**config.mk**
```make
export PLATFORM = sky130hd
export DESIGN_NAME = hamming_decoder
export DESIGN_NICKNAME = d
export VERILOG_FILES = /design/src/rtl/hamming_decoder.sv
export SDC_FILE = /design/constraint.sdc
export NUM_CORES = 1
export LEC_CHECK = 0
export ABC_AREA = 1
export CAP_MARGIN = 25
export CORE_MARGIN = 2
export CORE_UTILIZATION = 25
export DETAILED_ROUTE_END_ITERATION = 8
export GPL_TIMING_DRIVEN = 0
export PLACE_DENSITY = 0.36
export SKIP_LAST_GASP = 1
export SYNTH_ARGS = -nofsm -noshare
export SYNTH_HDL_FRONTEND = slang
export SYNTH_SLANG_ARGS = --single-unit
```
**constraint.sdc**
```tcl
create_clock -name clk -period 2.2 [get_ports clk]
set_input_delay 0.22 -clock clk [delete_from_list [all_inputs] [get_ports clk]]
set_output_delay 0.22 -clock clk [all_outputs]
set_load 0.05 [all_outputs]
```
**src/rtl/hamming_decoder.sv**
```systemverilog
// Serial extended-Hamming (SECDED) decoder: receives a 2^R-bit codeword one bit per cycle,
// corrects single errors, flags double errors and shifts out the data bits serially.
module hamming_decoder #(
  parameter int unsigned R = 4
) (
  input  logic clk,
  input  logic rst_n,
  input  logic datain,
  input  logic din_valid,
  output logic ready,
  output logic dataout,
  output logic dout_valid,
  output logic err_single,
  output logic err_double,
  output logic frame_done
);

  localparam int unsigned N = 1 << R;
  localparam int unsigned K = N - R - 1;

  typedef enum logic [1:0] {StRecv, StCheck, StSend} state_e;

  state_e         state_q, state_d;
  logic [R-1:0]   cnt_q, cnt_d;
  logic [N-1:0]   frame_q, frame_d;
  logic [K-1:0]   data_q, data_d;
  logic           err_single_q, err_single_d;
  logic           err_double_q, err_double_d;

  logic [R-1:0]   syn;
  logic           parity;
  logic [N-1:0]   corrected;

  // Gather the non-power-of-two positions, ascending, into d0..d(K-1).
  function automatic logic [K-1:0] extract_data(input logic [N-1:0] cw);
    logic [K-1:0] d;
    int           j;
    d = '0;
    j = 0;
    for (int i = 1; i < N; i++) begin
      if ((i & (i - 1)) != 0) begin
        d[j] = cw[i];
        j++;
      end
    end
    return d;
  endfunction

  always_comb begin
    syn = '0;
    for (int i = 0; i < N; i++) begin
      if (frame_q[i]) syn ^= R'(i);
    end
  end

  assign parity    = ^frame_q;
  // Odd overall parity means exactly one flipped bit, located by the syndrome.
  assign corrected = parity ? (frame_q ^ (N'(1) << syn)) : frame_q;

  always_comb begin
    state_d      = state_q;
    cnt_d        = cnt_q;
    frame_d      = frame_q;
    data_d       = data_q;
    err_single_d = err_single_q;
    err_double_d = err_double_q;
    unique case (state_q)
      StRecv: begin
        if (din_valid) begin
          frame_d[cnt_q] = datain;
          cnt_d          = cnt_q + 1'b1;
          if (cnt_q == R'(N - 1)) state_d = StCheck;
        end
      end
      StCheck: begin
        frame_d      = corrected;
        data_d       = extract_data(corrected);
        err_single_d = parity;
        err_double_d = !parity && (syn != '0);
        cnt_d        = '0;
        state_d      = StSend;
      end
      StSend: begin
        data_d = data_q >> 1;
        cnt_d  = cnt_q + 1'b1;
        if (cnt_q == R'(K - 1)) begin
          cnt_d   = '0;
          state_d = StRecv;
        end
      end
      default: begin
        cnt_d   = '0;
        state_d = StRecv;
      end
    endcase
  end

  always_ff @(posedge clk or negedge rst_n) begin
    if (!rst_n) begin
      state_q <= StRecv;
    end else begin
      state_q <= state_d;
    end
  end

  always_ff @(posedge clk or negedge rst_n) begin
    if (!rst_n) begin
      cnt_q        <= '0;
      frame_q      <= '0;
      data_q       <= '0;
      err_single_q <= 1'b0;
      err_double_q <= 1'b0;
    end else begin
      cnt_q        <= cnt_d;
      frame_q      <= frame_d;
      data_q       <= data_d;
      err_single_q <= err_single_d;
      err_double_q <= err_double_d;
    end
  end

  assign ready      = (state_q == StRecv);
  assign dout_valid = (state_q == StSend);
  assign dataout    = dout_valid & data_q[0];
  assign frame_done = dout_valid && (cnt_q == '0);
  assign err_single = err_single_q;
  assign err_double = err_double_q;

endmodule

```
After elaboration in Yosys (flattened, before gate mapping)
Index checks and enable logic that the tools add are counted.
W data, S select, Z words.

cells by class
  muxes and demuxes = 79
  magnitude comparators = 22
  bitwise logic cells = 16
  reductions and logical operators = 23
  shift operators = 1
  add/sub/neg operators = 10
  equal/unequal tests = 8

operators by type and width
  kind                     number
  $ge A32 B1 Y1 const B    10
  $lt A32 B6 Y1 const B    10
  $mux W32                 10
  $add A32 B2 Y32 const B  9
  $bwmux W11               10
  $mux W11                 9
  $demux W1 S4             11
  $mux W4                  10
  $mux W16                 2
  $pmux W16 S2             1
  $pmux W11 S2             1
  $bwmux W16               1
  $reduce_xor A16 Y1       1
  $shl A1 B4 Y16 const A   1
  $xor A16 B16 Y16         1
  $logic_and A1 B1 Y1      13
  $mux W1                  13
  $mux W3                  4
  $not A2 Y2               6
  $not A3 Y3               4
  $mux W2                  5
  $eq A4 B4 Y1 const B     2
  $pmux W4 S2              1
  $pmux W2 S3              1
  other kinds (17)         23

word-level totals
  bits of input ports = 4
  output and inout port bits = 6
  logic and storage cells = 166
  register bits after elaboration = 35

Depth between registers and ports, before layout
Gate-level depths: netlist of the first run.

  word-level depth = 50
  depth in mapped cells = 18

Worst setup path before layout of the first run
No wires, ideal clock.

  path type = reg2out
  start = register state_q[0]
  end = output port frame_done
  arrival time = 1.979 ns
  setup slack = 0.001 ns
  path buffers = 1
  cell stages (with the launch flop) = 6
  cells stage by stage = dfrtp_1 -> inv_1 -> ha_1 -> inv_1 -> clkbuf_1 -> nor2_1

on the way
  word-level cells in the longest chain between the ends = 2

RTL lines
  item                    RTL line  RTL
  start, declared         23        state_e state_q, state_d;
  start signal, assigned  100       state_q <= StRecv;
  start signal, assigned  102       state_q <= state_d;
  $eq A2 B2 Y1            123       assign dout_valid = (state_q == StSend);
  net dout_valid          12        output logic dout_valid,
  $logic_and A1 B1 Y1     125       assign frame_done = dout_valid && (cnt_q == '0);
  end, declared           15        output logic frame_done

The timed path passes the listed nets, and every way through them passes these cells.

Final worst setup path of the first run
  start = register state_q[0]
  end = output port ready

on the way
  word-level cells in the longest chain between the ends = 1

RTL lines
  item              RTL line  RTL
  $logic_not A2 Y1  122       assign ready = (state_q == StRecv);
  end, declared     10        output logic ready,

Every way passes these cells.

==> reports/results.tsv, run 1 <==
metric	value	unit
remaining antenna violation count	0	
ant diodes	0	
Final Util	31.0	%
WHS	0.428	ns
clk buf depth	2	
core region area	11600	um^2
Post-Synth XOR/XNOR Area	3.01	%
Max Clock Freq	478	MHz
Tcrit/Tclk final	95.0	%
site row count	39	
Reg clk slew, reported paths	0.06	ns
I/O Buffers	9	
Setup Crit Path Kind	reg -> out	
clock sink count	35	
Post-synth top flop	dfrtp_1	
worst hold path class	in -> async	
Global Route Usage Sum	16.3	%
detailed-route DRC error count	0	
drt via density	4.73	
Die ar.	12900	um^2
WL per Instance	15.7	um
total iterations of the first detailed-routing run	4	
Setup crit end kind	output pin	
nets	501	
Synth Register Bits	35	
final wirelength	9.94	mm
Data arrival, critical path	1.87	ns
CP required	1.98	ns
Ports	10	
Synth Instances	465	
Max Cap Viol	0	
Setup violations, final	0	
synth top area cells	dfrtp_1 (29%), nand2_1 (19%), nand3_1 (7.5%)	
multiplexer area fraction after synthesis	0	%
crit start category	flop	
final clock skew	0.00590	ns
slew margin rel.	63.8	%
largest stage delay on the critical path	0.84	ns
main combinational cell family by area after synthesis	simple AND/OR/NAND/NOR gates	
Final WS setup	0.110	ns
cts bufs inserted	5	
area leader, netlist	dfrtp_1	
crit-path max FO	5	
synthesis warning total	0	
Final Hold Fails	0	
first-pass GRT wire length	16.2	mm
antenna violations before repair	0	
placer congestion estimate	0.786	
post-synthesis sequential area ratio	29.3	%
Setup WS pre-CTS	-0.228	ns
Synth Area in Simple Gates	40.8	%
CTS tree	built	
critical path's slowest cell	clkdlybuf4s50_1	
largest net degree at the start of global routing	36	
fin. max-slew vios	0	
Die W	113	um
area delta synth->final	19.8	%
Synth Area per Inst	6.44	um^2
die height	113	um
commonest non-fill, non-tap cell in the layout	nand2_1	
final worst path period need	2.09	ns
EDFF count, synth	0	
Via Count	3000	
Mapped Nets	476	
Distinct cells, synth	35	
share of the synthesized area in the top cell type	29.3	%
FFs w/ async S/R, synth	100	%
share of layout cells above drive strength 1	18.3	%
fill count	1305	
worst path cell trace	inv_1 -> ha_1 -> clkdlybuf4s50_1	
Worst Max-Slew Pin Slew	0.543	ns
commonest non-fill, non-tap cells in the layout	nand2_1 (145), nand3_1 (45), inv_1 (37), a21oi_1 (35), nor2_1 (30)	
post-DP HPWL	7.83	mm
Skew-Pair Late Insertion Delay	0.29	ns
initial core utilization	25.9	%
DR iter-0 viols	224	
status	completed	
GRT overflow	0	
vias in the first global route	2986	
post-synthesis adder-cell area fraction	2.93	%
RSZ-0062 raised after global routing	true	
Post-Syn Area	2990	um^2
post-synthesis compound-gate area fraction	15.6	%
CTS root buffer	clkbuf_16	
H-tree depth	2	
==> timing repair <==
item / 4_1_cts / 5_1_grt
resized for setup: 12 / 29
hold buffers: 1 / 0
pin swaps: 1 / 7
setup endpoints to repair: 22 / 30
setup buffers: 1 / 7
hold endpoints to repair: 35 / 0
==> Yosys cell counts, types with 3 or more instances <==
cell type and number:
a21boi_1 4, a21oi_1 36, a22oi_1 3, clkbuf_1 8, clkinv_1 4, dfrtp_1 35, ha_1 7, inv_1 38
inv_2 7, nand2_1 154, nand2_2 13, nand2_4 8, nand3_1 45, nand4_1 6, nor2_1 33, nor2_2 3
o21ai_0 21, o21ai_1 18, xor2_1 3
==> state kept, by name, indices dropped and copies added, names as in the netlist <==
register,flops
err_double,1
frame_q,16
err_single,1
data_q,11
cnt_q,4
state_q,2
==> critical path: cells and delay by family (launching register included) <==
kind | cells | cell delay [ns]
flops | 1 | 0.40
buf+inv | 2 | 0.93
fa+ha+maj | 1 | 0.26
==> logic make-up after synthesis <==
kind of cell    after synthesis
buf+inv                      63
compound gates               87
simple gates                267
flops                        35
xor+xnor                      6
fa+ha+maj                     7
==> routing by layer <==
layer	up-vias	global-route usage (%)	routed length (um)
li1	1556	-	-
met2	41	26.0	4470
met4	0	4.47	189
met1	1392	23.4	5010
met5	-	0	0
met3	11	1.97	280
==> path summary, 6_finish.rpt <==
path,start,depth (start not counted),slack (ns),end
min reg2reg,data_q[7],2,0.47,data_q[7]
max in group asynchronous,rst_n,3,1.56,frame_q[9]
min in group clk,data_q[7],2,0.47,data_q[7]
max,state_q[0],3,0.11,ready
min,rst_n,3,0.43,data_q[1]
max reg2reg,frame_q[7],15,0.15,frame_q[14]
==> metrics by stage <==
stage	TNS, ns	std cells	cell area (um^2)
finish	0	634	3590
detailed placement	-2.79	618	3280
floorplan	0	465	2990
global placement	-7.27	617	3260
global route	-0.202	634	3590
CTS	-0.0209	628	3490
==> cell type report <==
cell class	count	area (um^2)	share of cell area (%)
sequential	35	885	24.7
buffer	11	61.3	1.71
timing repair buffer	19	171	4.78
inverter	51	203	5.65
multi-input combinational	367	1910	53.3
clock inverter	2	35.0	0.977
clock buffer	6	139	3.87
tap	143	179	4.99
Power of run 1 is not shown: default switching activity piles up to over one toggle a cycle in this logic, so the estimate is an artifact.
==> run 2: changes to the inputs <==
Settings changed: CTS_CLUSTER_DIAMETER set to 100.
==> results of run 2 <==
Same layout as run 1: the final DEF is identical, and so are final timing and power.
Power of run 2 is left out for the same reason.
==> run 3: changes to the inputs <==
Settings changed: REMOVE_ABC_BUFFERS set to 1.
==> run 3 against run 2 <==
  * Flip-flop and latch count stayed put
  * Worst setup slack better by 0.025 ns
  * Routed wire length is 2.2% lower
  * Cell count is 1.6% lower
  * Critical endpoint is now data_q[5]
  * Maximum frequency is 1.2% higher
  * Die area stayed put
  * Worst hold slack worse by 0.13 ns
  * Sequential share of layout area is 0.079 points higher
  * Non-clock buffer count is 8 lower
  * Core utilization hardly changed
  * Via count is 2.4% lower
  * Critical path depth is 11 higher
  * Highest routed layer unchanged
==> reports/results.tsv, run 3 (synthesized netlist as in run 1, its figures left out) <==
metric	value	unit	change
status	completed		unchanged
vias in the first global route	2886		was 2986
remaining antenna violation count	0		unchanged
clock sink count	35		unchanged
Buf+Inv Stages, Crit Path	1		was 2
I/O Buffers	9		unchanged
site row count	39		unchanged
slew margin rel.	64.6	%	was 63.8%
detailed-route DRC error count	0		unchanged
Top Registers	frame_q: 16 flops, data_q: 11 flops, cnt_q: 4 flops		unchanged
H-tree depth	2		unchanged
Crit path top cell by count	nand2_1		
GRT overflow	0		unchanged
nets	493		was 501
largest stage delay on the critical path	0.45	ns	was 0.84 ns
CTS root buffer	clkbuf_16		unchanged
Data arrival, critical path	2.23	ns	was 1.87 ns
Skew-Pair Late Insertion Delay	0.28	ns	was 0.29 ns
initial core utilization	25.9	%	unchanged
Setup crit start	frame_q[10]		was state_q[0]
Die W	113	um	unchanged
commonest non-fill, non-tap cell in the layout	nand2_1		unchanged
CTS tree	built		unchanged
drt via density	4.69		was 4.73
Reg clk slew, reported paths	0.06	ns	about the same
worst path cell trace	inv_1 -> nand2_1 -> nand2_1 -> nand2_2 -> nand2_1 -> nand2_1 -> nand3_1 -> nand2_2 -> nor2_4 -> nand2_1 -> o21ai_2 -> nand2_2 -> o21ai_1 -> nand2_1		was inv_1 -> ha_1 -> clkdlybuf4s50_1
final setup TNS	0	ns	unchanged
share of layout cells above drive strength 1	19.3	%	was 18.3%
placer congestion estimate	0.793		was 0.786
worst hold path class	in -> async		unchanged
Max Clock Freq	484	MHz	was 478 MHz
RSZ-0062 raised after global routing	true		unchanged
largest net degree at the start of global routing	31		was 36
antenna violations before repair	0		unchanged
cts bufs inserted	5		unchanged
Worst Max-Slew Pin Slew	0.528	ns	was 0.543 ns
Global Route Usage Sum	15.8	%	was 16.3%
critical path's slowest cell	dfrtp_2		was clkdlybuf4s50_1
Largest register FFs	16		unchanged
Max Cap Viol	0		unchanged
crit-path max FO	5		unchanged
post-DP HPWL	7.50	mm	was 7.83 mm
commonest non-fill, non-tap cells in the layout	nand2_1 (142), nand3_1 (44), inv_1 (36), a21oi_1 (35), nor2_1 (31)		was nand2_1 (145), nand3_1 (45), inv_1 (37), a21oi_1 (35), nor2_1 (30)
final worst path period need	2.07	ns	was 2.09 ns
final clock skew	0.00512	ns	was 0.00590 ns
die height	113	um	unchanged
total iterations of the first detailed-routing run	4		unchanged
final wirelength	9.72	mm	was 9.94 mm
Worst path top cell family by delay	simple AND/OR/NAND/NOR gates		was buffers and inverters
Final Hold Fails	0		unchanged
Tcrit/Tclk final	93.9	%	was 95.0%
Die ar.	12900	um^2	unchanged
crit start category	flop		unchanged
area delta synth->final	19.9	%	was 19.8%
WL per Instance	15.6	um	was 15.7 um
fill count	1276		was 1305
fin. max-slew vios	0		unchanged
Ports	10		unchanged
ant diodes	0		unchanged
first-pass GRT wire length	15.7	mm	was 16.2 mm
core region area	11600	um^2	unchanged
clk buf depth	2		unchanged
Biggest register	frame_q		unchanged
Worst R2R Start	frame_q[10]		was frame_q[7]
Setup crit end kind	flop		was output pin
Via Count	2927		was 3000
Setup Crit Path Kind	reg -> reg		was reg -> out
CP required	2.37	ns	was 1.98 ns
Setup violations, final	0		unchanged
Final Util	31.0	%	about the same
DR iter-0 viols	121		was 224
-- run 3: cell count changes in the layout (fill, tap and decap cells not counted), sizes merged --
cell,delta
clkbuf,-8
clkdlybuf4s50,-2
clkinv,-2
dlymetal6s2s,+2
bufinv,-1
clkdlybuf4s15,-1
dlygate4sd2,+1
inv,+1
-- run 3: cell type report --
cell class / count / area (um^2) / share of cell area, %
multi-input cells: 367 / 1970 / 54.9
repair buffers: 22 / 209 / 5.82
flip-flops and latches: 35 / 888 / 24.7
inverters: 51 / 214 / 5.96
clock buffers: 6 / 129 / 3.59
well taps: 143 / 179 / 4.98
-- run 3: metrics by stage --
step / hold slack, ns / cell area, um^2 / setup WS (ns) / cells
2_1_floorplan: -0.0756 / 2930 / -0.431 / 453
3_3_place_gp: 0.458 / 3200 / -1.60 / 605
3_5_place_dp: 0.0666 / 3220 / -1.67 / 606
4_1_cts: 0.298 / 3440 / 0.00319 / 615
5_1_grt: 0.313 / 3590 / -0.0302 / 624
6_report: 0.301 / 3590 / 0.135 / 624
-- run 3: what timing repair did --
action / 4_1_cts / 5_1_grt
endpoints found under the hold margin: 5 / 0
setup buffers: 2 / 9
gates resized for setup: 21 / 34
hold buffers: 1 / 0
endpoints found under the setup margin: 29 / 30
pin swaps: 1 / 4
-- run 3: path summary, 6_finish.rpt --
kind / end / slack (ns) / cells past startpoint
worst max register to register: data_q[5] / 0.13 / 14
max in group asynchronous: frame_q[3] / 1.46 / 3
min in group clk: data_q[5] / 0.47 / 2
worst min-delay path: data_q[2] / 0.30 / 2
worst min register to register: data_q[5] / 0.47 / 2
worst max-delay path: data_q[5] / 0.13 / 14
-- run 3: layer usage --
layer	vias up	GRT usage [%]	routed length (um)
li1	1537	-	-
met1	1346	22.7	4910
met2	36	25.2	4490
met3	8	1.91	191
met4	0	4.07	130
met5	-	0	0
-- run 3: worst register-to-register path, delay by kind of cell (launching register included) --
| kind | cells | cell delay (ns) |
|---|---|---|
| buf+inv | 1 | 0.13 |
| compound gates | 2 | 0.27 |
| flops | 1 | 0.45 |
| simple gates | 11 | 1.08 |
Power of run 3 is left out for the same reason.
